[src/rtl/mc_cpu_core.sv]
// mc_cpu_core -- multi-cycle 8-bit-ISA CPU core.
//
// Executes the 8-bit ISA (ADD / LW / SW / BR) through a FETCH, DECODE,
// EXEC, MEM, WB state sequence. A single ALU adder serves ADD and the
// LW/SW address computation. The 4-entry register file and the data memory
// live inside the core. Instruction memory is external and combinational.
//
// Parameters:
//   DATA_W     register / ALU / data-memory word width (>= 4)
//   PC_W       program counter and imem_addr width
//   DMEM_DEPTH data-memory words (power of 2), addressed by low ALU bits
//
// Ports:
//   clock      system clock, rising edge
//   reset      asynchronous active-high reset, clears all state
//   run        sampled only in FETCH; low holds the core in FETCH
//   imem_addr  instruction address (= PC)
//   imem_data  instruction byte at imem_addr, sampled in FETCH
//   pc_out     current PC
//   wb_data    last value written to the register file
//   wb_valid   one-cycle pulse per register-file write
//   retire     one-cycle pulse per completed instruction
//   state_out  FSM state: FETCH=0 DECODE=1 EXEC=2 MEM=3 WB=4 HALT=5
//
// Build option:
//   HALT_DETECT_EN  when defined, a branch to itself (BR with imm = -1)
//                   parks the core in HALT until reset.

module mc_cpu_core #(
    parameter int DATA_W     = 8,
    parameter int PC_W       = 8,
    parameter int DMEM_DEPTH = 16
) (
    input  logic              clock,
    input  logic              reset,
    input  logic              run,
    output logic [PC_W-1:0]   imem_addr,
    input  logic [7:0]        imem_data,
    output logic [PC_W-1:0]   pc_out,
    output logic [DATA_W-1:0] wb_data,
    output logic              wb_valid,
    output logic              retire,
    output logic [2:0]        state_out
);

    localparam int AW = (DMEM_DEPTH > 1) ? $clog2(DMEM_DEPTH) : 1;

    localparam logic [1:0] OP_ADD = 2'b00;
    localparam logic [1:0] OP_LW  = 2'b01;
    localparam logic [1:0] OP_SW  = 2'b10;
    localparam logic [1:0] OP_BR  = 2'b11;

`ifdef HALT_DETECT_EN
    typedef enum logic [2:0] {
        S_FETCH  = 3'd0,
        S_DECODE = 3'd1,
        S_EXEC   = 3'd2,
        S_MEM    = 3'd3,
        S_WB     = 3'd4,
        S_HALT   = 3'd5
    } state_t;
`else
    typedef enum logic [2:0] {
        S_FETCH  = 3'd0,
        S_DECODE = 3'd1,
        S_EXEC   = 3'd2,
        S_MEM    = 3'd3,
        S_WB     = 3'd4
    } state_t;
`endif

    state_t              state_q, state_d;
    logic [PC_W-1:0]     pc_q, pc_d;
    logic [7:0]          ir_q, ir_d;
    logic [DATA_W-1:0]   a_q, a_d;
    logic [DATA_W-1:0]   b_q, b_d;
    logic [DATA_W-1:0]   alu_q, alu_d;
    logic [DATA_W-1:0]   mdr_q, mdr_d;
    logic [DATA_W-1:0]   wb_data_q, wb_data_d;
    logic                wb_valid_q, wb_valid_d;
    logic                retire_q, retire_d;

    logic [DATA_W-1:0]   rf_q   [4];
    logic [DATA_W-1:0]   rf_d   [4];
    logic [DATA_W-1:0]   dmem_q [DMEM_DEPTH];
    logic [DATA_W-1:0]   dmem_d [DMEM_DEPTH];
    logic [DATA_W-1:0]   dmem_init [DMEM_DEPTH];

    // Instruction fields
    logic [1:0]          op, rs, rt, rd;
    logic [DATA_W-1:0]   imm_dw;
    logic [PC_W-1:0]     imm_pc;
    logic [DATA_W-1:0]   alu_sum;
    logic [AW-1:0]       dmem_addr;
    logic [PC_W-1:0]     pc_inc;
    logic [PC_W-1:0]     pc_branch;
    logic [1:0]          wb_reg;
    logic [DATA_W-1:0]   wb_value;

    // Reset image of the data memory: word i holds i (truncated).
    for (genvar gi = 0; gi < DMEM_DEPTH; gi++) begin : g_dmem_init
        assign dmem_init[gi] = DATA_W'(gi);
    end

    assign op = ir_q[7:6];
    assign rs = ir_q[5:4];
    assign rt = ir_q[3:2];
    assign rd = ir_q[1:0];

    // 2-bit immediate, sign-extended to both datapath widths
    assign imm_dw = {{(DATA_W-2){ir_q[1]}}, ir_q[1:0]};
    assign imm_pc = {{(PC_W-2){ir_q[1]}}, ir_q[1:0]};

    // The one shared adder: ADD uses B, loads/stores use the immediate.
    assign alu_sum   = a_q + ((op == OP_ADD) ? b_q : imm_dw);
    // Only the low address bits select a word; upper ALU bits are ignored.
    assign dmem_addr = AW'(alu_q);
    assign pc_inc    = pc_q + PC_W'(1);
    assign pc_branch = pc_inc + imm_pc;

    // ADD writes rd from the ALU; LW writes rt from the memory data register.
    assign wb_reg   = (op == OP_ADD) ? rd : rt;
    assign wb_value = (op == OP_ADD) ? alu_q : mdr_q;

    always_comb begin
        state_d    = state_q;
        pc_d       = pc_q;
        ir_d       = ir_q;
        a_d        = a_q;
        b_d        = b_q;
        alu_d      = alu_q;
        mdr_d      = mdr_q;
        wb_data_d  = wb_data_q;
        wb_valid_d = 1'b0;
        retire_d   = 1'b0;
        rf_d       = rf_q;
        dmem_d     = dmem_q;

        case (state_q)
            S_FETCH: begin
                if (run) begin
                    ir_d    = imem_data;
                    state_d = S_DECODE;
                end
            end
            S_DECODE: begin
                a_d     = rf_q[rs];
                b_d     = rf_q[rt];
                state_d = S_EXEC;
            end
            S_EXEC: begin
                case (op)
                    OP_BR: begin
                        retire_d = 1'b1;
`ifdef HALT_DETECT_EN
                        if (ir_q[1:0] == 2'b11) begin
                            // Branch to itself: park instead of spinning.
                            state_d = S_HALT;
                        end else begin
                            pc_d    = pc_branch;
                            state_d = S_FETCH;
                        end
`else
                        pc_d    = pc_branch;
                        state_d = S_FETCH;
`endif
                    end
                    OP_ADD: begin
                        alu_d   = alu_sum;
                        state_d = S_WB;
                    end
                    default: begin
                        alu_d   = alu_sum;
                        state_d = S_MEM;
                    end
                endcase
            end
            S_MEM: begin
                if (op == OP_LW) begin
                    mdr_d   = dmem_q[dmem_addr];
                    state_d = S_WB;
                end else begin
                    dmem_d[dmem_addr] = b_q;
                    pc_d              = pc_inc;
                    retire_d          = 1'b1;
                    state_d           = S_FETCH;
                end
            end
            S_WB: begin
                rf_d[wb_reg] = wb_value;
                wb_data_d    = wb_value;
                wb_valid_d   = 1'b1;
                pc_d         = pc_inc;
                retire_d     = 1'b1;
                state_d      = S_FETCH;
            end
`ifdef HALT_DETECT_EN
            S_HALT: begin
                state_d = S_HALT;
            end
`endif
            default: begin
                state_d = S_FETCH;
            end
        endcase
    end

    always_ff @(posedge clock or posedge reset) begin
        if (reset) begin
            state_q    <= S_FETCH;
            pc_q       <= '0;
            ir_q       <= '0;
            a_q        <= '0;
            b_q        <= '0;
            alu_q      <= '0;
            mdr_q      <= '0;
            wb_data_q  <= '0;
            wb_valid_q <= 1'b0;
            retire_q   <= 1'b0;
            for (int i = 0; i < 4; i++) begin
                rf_q[i] <= '0;
            end
            for (int i = 0; i < DMEM_DEPTH; i++) begin
                dmem_q[i] <= dmem_init[i];
            end
        end else begin
            state_q    <= state_d;
            pc_q       <= pc_d;
            ir_q       <= ir_d;
            a_q        <= a_d;
            b_q        <= b_d;
            alu_q      <= alu_d;
            mdr_q      <= mdr_d;
            wb_data_q  <= wb_data_d;
            wb_valid_q <= wb_valid_d;
            retire_q   <= retire_d;
            rf_q       <= rf_d;
            dmem_q     <= dmem_d;
        end
    end

    assign imem_addr = pc_q;
    assign pc_out    = pc_q;
    assign wb_data   = wb_data_q;
    assign wb_valid  = wb_valid_q;
    assign retire    = retire_q;
    assign state_out = state_q;

endmodule

[config.mk]
export PLATFORM = sky130hd
export DESIGN_NAME = mc_cpu_core
export DESIGN_NICKNAME = d
export VERILOG_FILES = /design/src/rtl/mc_cpu_core.sv
export SDC_FILE = /design/constraint.sdc
export NUM_CORES = 1
export LEC_CHECK = 0
export ABC_CLOCK_PERIOD_IN_PS = 6800
export BUFFER_PORTS_ARGS = -buffer_cell sky130_fd_sc_hd__buf_2
export CORE_MARGIN = 2
export CORE_UTILIZATION = 55
export DETAILED_ROUTE_END_ITERATION = 8
export HOLD_SLACK_MARGIN = 0.05
export PLACE_DENSITY_LB_ADDON = 0.2
export SLEW_MARGIN = 20
export SYNTH_ARGS = -nofsm -noshare
export SYNTH_HDL_FRONTEND = slang
export SYNTH_SLANG_ARGS = --single-unit
export TNS_END_PERCENT = 50
[constraint.sdc]
create_clock -name clock -period 6.8 [get_ports clock]
set_clock_uncertainty 0.15 [all_clocks]
set_input_delay 0 -clock clock [delete_from_list [all_inputs] [get_ports clock]]
set_output_delay 0 -clock clock [all_outputs]
set_load 0.005 [all_outputs]
# Word level (Yosys, flattened, before mapping)
# Index checks and enable logic that the tools add are counted.
dict set report word_totals {
  ff_bits 221
  latch_bits 0
  mem_bits_rw 0
  mem_bits_ro 0
  inputBits 11
  output_inout_bits 29
  elab_cells 93
  mem_count 0
}
dict set report op_classes {
  add_sub_neg 3
  multipliers 0
  div 0
  order_cmp 6
  eq_ne 9
  n_shift 0
  n_mux 29
  bitwise_logic 6
  reduce_logical 10
}
# cell count
set op_table {}
lappend op_table {{bitwise mux 128 bit} 1}
lappend op_table {{2-to-1 mux 8 bit} 12}
lappend op_table {{binary-select mux 8 bit (select 2 bit)} 2}
lappend op_table {{binary-select mux 8 bit (select 4 bit)} 1}
lappend op_table {{bitwise mux 32 bit} 1}
lappend op_table {{demux 8 bit (select 4 bit)} 1}
lappend op_table {{case mux 8 bit (3 select lines)} 1}
lappend op_table {{adder 8 bit} 2}
lappend op_table {{demux 8 bit (select 2 bit)} 1}
lappend op_table {{case mux 3 bit (4 select lines)} 1}
lappend op_table {{>= comparator 3 bit (second input constant)} 3}
lappend op_table {{NOT 2 -> 3 bit} 3}
lappend op_table {{adder 8 x 1 -> 8 bit (second input constant)} 1}
lappend op_table {{AND reduction 2 bit} 4}
lappend op_table {{== test 3 x 2 -> 1 bit (second input constant)} 2}
lappend op_table {{2-to-1 mux 3 bit} 2}
lappend op_table {{inequality test 2 bit (second input constant)} 3}
lappend op_table {{case mux 3 bit (2 select lines)} 1}
lappend op_table {{>= comparator 5 bit (second input constant)} 1}
lappend op_table {{< comparator 5 x 1 -> 1 bit (second input constant)} 1}
lappend op_table {{NOT 4 -> 5 bit} 1}
lappend op_table {{== test 3 x 1 -> 1 bit (second input constant)} 1}
lappend op_table {{== test 3 bit (second input constant)} 1}
lappend op_table {{logical NOT 3 bit} 1}
lappend op_table {{other kinds (11)} 15}

# Depth between registers and ports, before layout
dict set report depth {
  word_depth 8
  mapped_depth 15
  ltp_nobuf 12
}

# Worst setup path after synthesis
# OpenSTA, ideal clock, no wires.
dict set report synth_path {
  path_type {reg2reg}
  from {register ir_q[6]}
  to {register alu_q[6]}
  setup_time_ps 95
  arrival_time_ps 3002
  required_ps 6555
  path_slack_ps 3553
  stages_incl_launch_ff 16
  n_path_buf 3
  synth_period_minus_slack_ps 3247
  path_cell_list {dfrtp_1 -> inv_1 -> ha_1 -> clkbuf_1 -> buf_2 -> clkbuf_1 -> mux2_2 -> ha_1 -> inv_1 -> fa_1 -> nor2b_1 -> o21ai_0 -> a21oi_1 -> o21a_1 -> o21a_1 -> o31ai_1}
}
dict set report synth_between {
  elab_chain_cells 3
  elab_cells_between_ends 6
  cone_classes {add/sub (1); eq/ne (1); mux (1); bitwise (1); reduce/logical (2)}
}
# element line_no
set synth_lines {}
lappend synth_lines {{start, declared} 74} ;# logic [7:0] ir_q, ir_d;
lappend synth_lines {{start signal, assigned} 229} ;# ir_q <= ir_d;
lappend synth_lines {{logical NOT 2 bit or == test 2 bit (tied branches)} {115, 152}}
lappend synth_lines {{2-to-1 mux 8 bit or NOT 1 bit (tied branches)} -}
lappend synth_lines {{adder 8 bit or AND reduction 2 bit (tied branches)} -}
lappend synth_lines {{end signal, assigned} 232} ;# alu_q <= alu_d;
lappend synth_lines {{end, declared} 77} ;# logic [DATA_W-1:0] alu_q, alu_d;
# Parallel ways exist; a longest one is shown, timed or not.
# A chain may end at the register's enable or synchronous reset.

# Worst setup path in the final report
dict set report layout_path {
  from {register ir_q[7]}
  to {register alu_q[6]}
}
# Same word-level chain as after synthesis.

==> impl_metrics.tcl <==
set metrics [dict create \
    worstReg2RegEnd "alu_q[6]$_DFFE_PP0P_" \
    crit_fanout 27 \
    synthFlopType "dfrtp_1" \
    grt_antenna_before_repair 1 \
    start_util 0.565 \
    drtIter0Drc 445 \
    vias 6629 \
    max_stage_delay_ps 390 \
    setup_slack_ps 3770 \
    tightest_slew_ps 962 \
    min_from "run" \
    hold_slack_ps 218 \
    die_w_um 143 \
    regArea_um2 5570 \
    io-pin-count 40 \
    pre_cts_slack_ps 3840 \
    drtAntennaViolNets 0 \
    htree_levels 1 \
    place_hpwl_um 15200 \
    numCtsBuffers 24 \
    grt_max_degree 147 \
    post_cts_buffers 0 \
    r2r_start "ir_q[7]$_DFFE_PP0P_" \
    clockRootBuffer "clkbuf_16" \
    critical_path_required_ps 7080 \
    syn_area_per_cell_um2 13.3 \
    grt_overflow_total 0 \
    fillCellCount 1427 \
    finalInstanceArea_um2 12000 \
    rsz0062_at_grt "false" \
    fp-row-count 50 \
    hold_viol_final 0 \
    finalCritPeriodShare 0.446 \
    synth-seq-area-share 0.522 \
    grt_use_total 0.241 \
    synth-edff-count 0 \
    reg2reg_depth 13 \
    relSlewSlack 0.359 \
    grt_pass1_vias 6962 \
    critPathKind "reg2reg" \
    yosysMostFrequentCell "dfrtp_1" \
    setup_violations 0 \
    crit_path_top_delay_cell "dfrtp_1" \
    drive_above_1_share 0.390 \
    route.detailed.vias_per_inst 5.93 \
    port_buffers 39 \
    start_kind "flip-flop" \
    run_status "completed" \
    drc 0 \
    period_needed_ps 3030 \
    synth_warnings 0 \
    synth_largest_area_cell "dfrtp_1" \
    leakage_nw 5.51 \
    synth-async-reset-ratio 1.00 \
    place.gp.congestion 0.842 \
    synth_area_leaders "dfrtp_1 44%, mux2_2 16%, mux4_2 12%" \
    fin_cells 1117 \
    wl_um 23600 \
    grt_first_pass_wirelength_um 38100 \
    yosys_register_bits 221 \
    insertion_delay_ps 510 \
    syn-num-nets 832 \
    hold_end "state_out[0]$_DFFE_PP0P_" \
    cts_sinks 221 \
    yosysUniqueCellTypes 52 \
    slew_viol_final 0 \
    hold_depth 4 \
    netlist_area_um2 10700 \
    syn_inst 800 \
    cap_violations 0 \
    finalSetupTns_ps 0 \
    tritoncts "yes" \
    fin_nets 874 \
    dp_cells 1052 \
    hp-class "in2reg" \
    cts.path.max_buffers 3 \
    r2r_setup_slack_ps 3770 \
    p_per_area_nw_per_um2 397 \
    core_um2 18900 \
    die_area_um2 20500 \
    ir_drop_mv 0.221 \
    multi_input_area_um2 4800 \
    path_clk_slew_ps 60 \
    wl_per_cell_um 21.1 \
    die_h_um 143 \
    diodes 0 \
    post-synth-top-area-fraction 0.443 \
    cp_cell_sequence "inv_1, ha_1, buf_4, mux2_2, ha_1, inv_1, fa_1, nor2b_1, o21ai_0, a21oi_1, o21a_1, o21a_1, o31ai_1" \
    clock.fmax_mhz 330 \
    arrival_ps 3310 \
    placed_cell_area_um2 11000 \
    firstDrtPassIters 5 \
    syn_to_final_growth_pct 12.4 \
    critPathCaptureType "flip-flop" \
    synthTopCellsByCount "189 x dfrtp_1, 155 x mux2_2, 83 x nand2_1" \
]
## worst max-delay path by stage
stage	slack, ps	from	end
4_1_cts	3640	state_out[1]$_DFFE_PP0P_	ir_q[7]$_DFFE_PP0P_
3_5_place_dp	3840	ir_q[7]$_DFFE_PP0P_	alu_q[5]$_DFFE_PP0P_
5_1_grt	3490	ir_q[7]$_DFFE_PP0P_	alu_q[6]$_DFFE_PP0P_
6_report	3770	ir_q[7]$_DFFE_PP0P_	alu_q[6]$_DFFE_PP0P_
2_1_floorplan	650	reset	a_q[0]$_DFFE_PP0P_
3_3_place_gp	3960	ir_q[6]$_DFFE_PP0P_	alu_q[6]$_DFFE_PP0P_
## routing by layer
layer  global-route usage  up-vias  wire (um)
li1                     -     2971          -
met1                0.321     3429       9950
met2                0.414      174      11900
met3               0.0347       53       1050
met4               0.0733        2        688
met5                    0        -         16
## timing repair
action                                 in CTS  in global routing
hold buffers                               22                  1
endpoints found under the hold margin     122                 25
gates resized for setup                     0                  0
## power breakdown
group | switching (W) | internal [W] | leakage [nW]
clock network | 0.000504 | 0.000722 | 0.367
registers | 0.000404 | 0.00157 | 2.90
logic | 0.000773 | 0.000786 | 2.24
## critical path, delay by kind of cell, from the launching register on
kind            cells  cell delay, ps
mux                 1             380
buf+inv             3             490
simple gates        1              50
compound gates      5             920
flops               1             390
fa+ha+maj           3             560
## layout make-up
cell class	count	share of cell area
clock buffers	36	0.0597
clock inverters	5	0.00229
inverters	17	0.00594
multi-input cells	510	0.400
flip-flops and latches	221	0.464
well taps	260	0.0271
repair buffers	68	0.0409
## stage by stage
| step | power [W] | utilization |
|---|---|---|
| 6_report | 0.00476 | 0.635 |
| 5_1_grt | 0.00506 | 0.635 |
| 4_1_cts | 0.00479 | 0.633 |
| 3_5_place_dp | 0.00350 | 0.582 |
| 3_3_place_gp | 0.00340 | 0.582 |
| 2_1_floorplan | 0.00307 | - |
## state kept, by name (all words and copies together), names as in the netlist
register,count
rf_q,32
alu_q,8
retire,1
b_q,8
ir_q,8
imem_addr,8
dmem_q,128
mdr_q,8
state_out,3
wb_valid,1
a_q,8
wb_data,8
## kinds of logic after synthesis
logic type / after synthesis / synth area share
and+or+nand+nor: 154 / 0.0662
xor gates and xnor gates: 15 / 0.0123
buffers and inverters: 69 / 0.0300
muxes: 222 / 0.292
AOI/OAI and AO/OA: 98 / 0.0517
DFF: 221 / 0.522
adders and majority gates: 21 / 0.0260
## cell usage in the layout (no fill, tap or decap), types with 21 or more instances in the layout
| cell | count |
|---|---|
| mux2_2 | 155 |
| mux4_2 | 56 |
| clkbuf_16 | 25 |
| o21ai_0 | 53 |
| dfstp_2 | 32 |
| nor2_1 | 27 |
| buf_2 | 39 |
| nand2_1 | 83 |
| dfrtp_1 | 188 |
| dlygate4sd3_1 | 23 |
| a21oi_1 | 21 |
(Power assumes the default switching activity.)
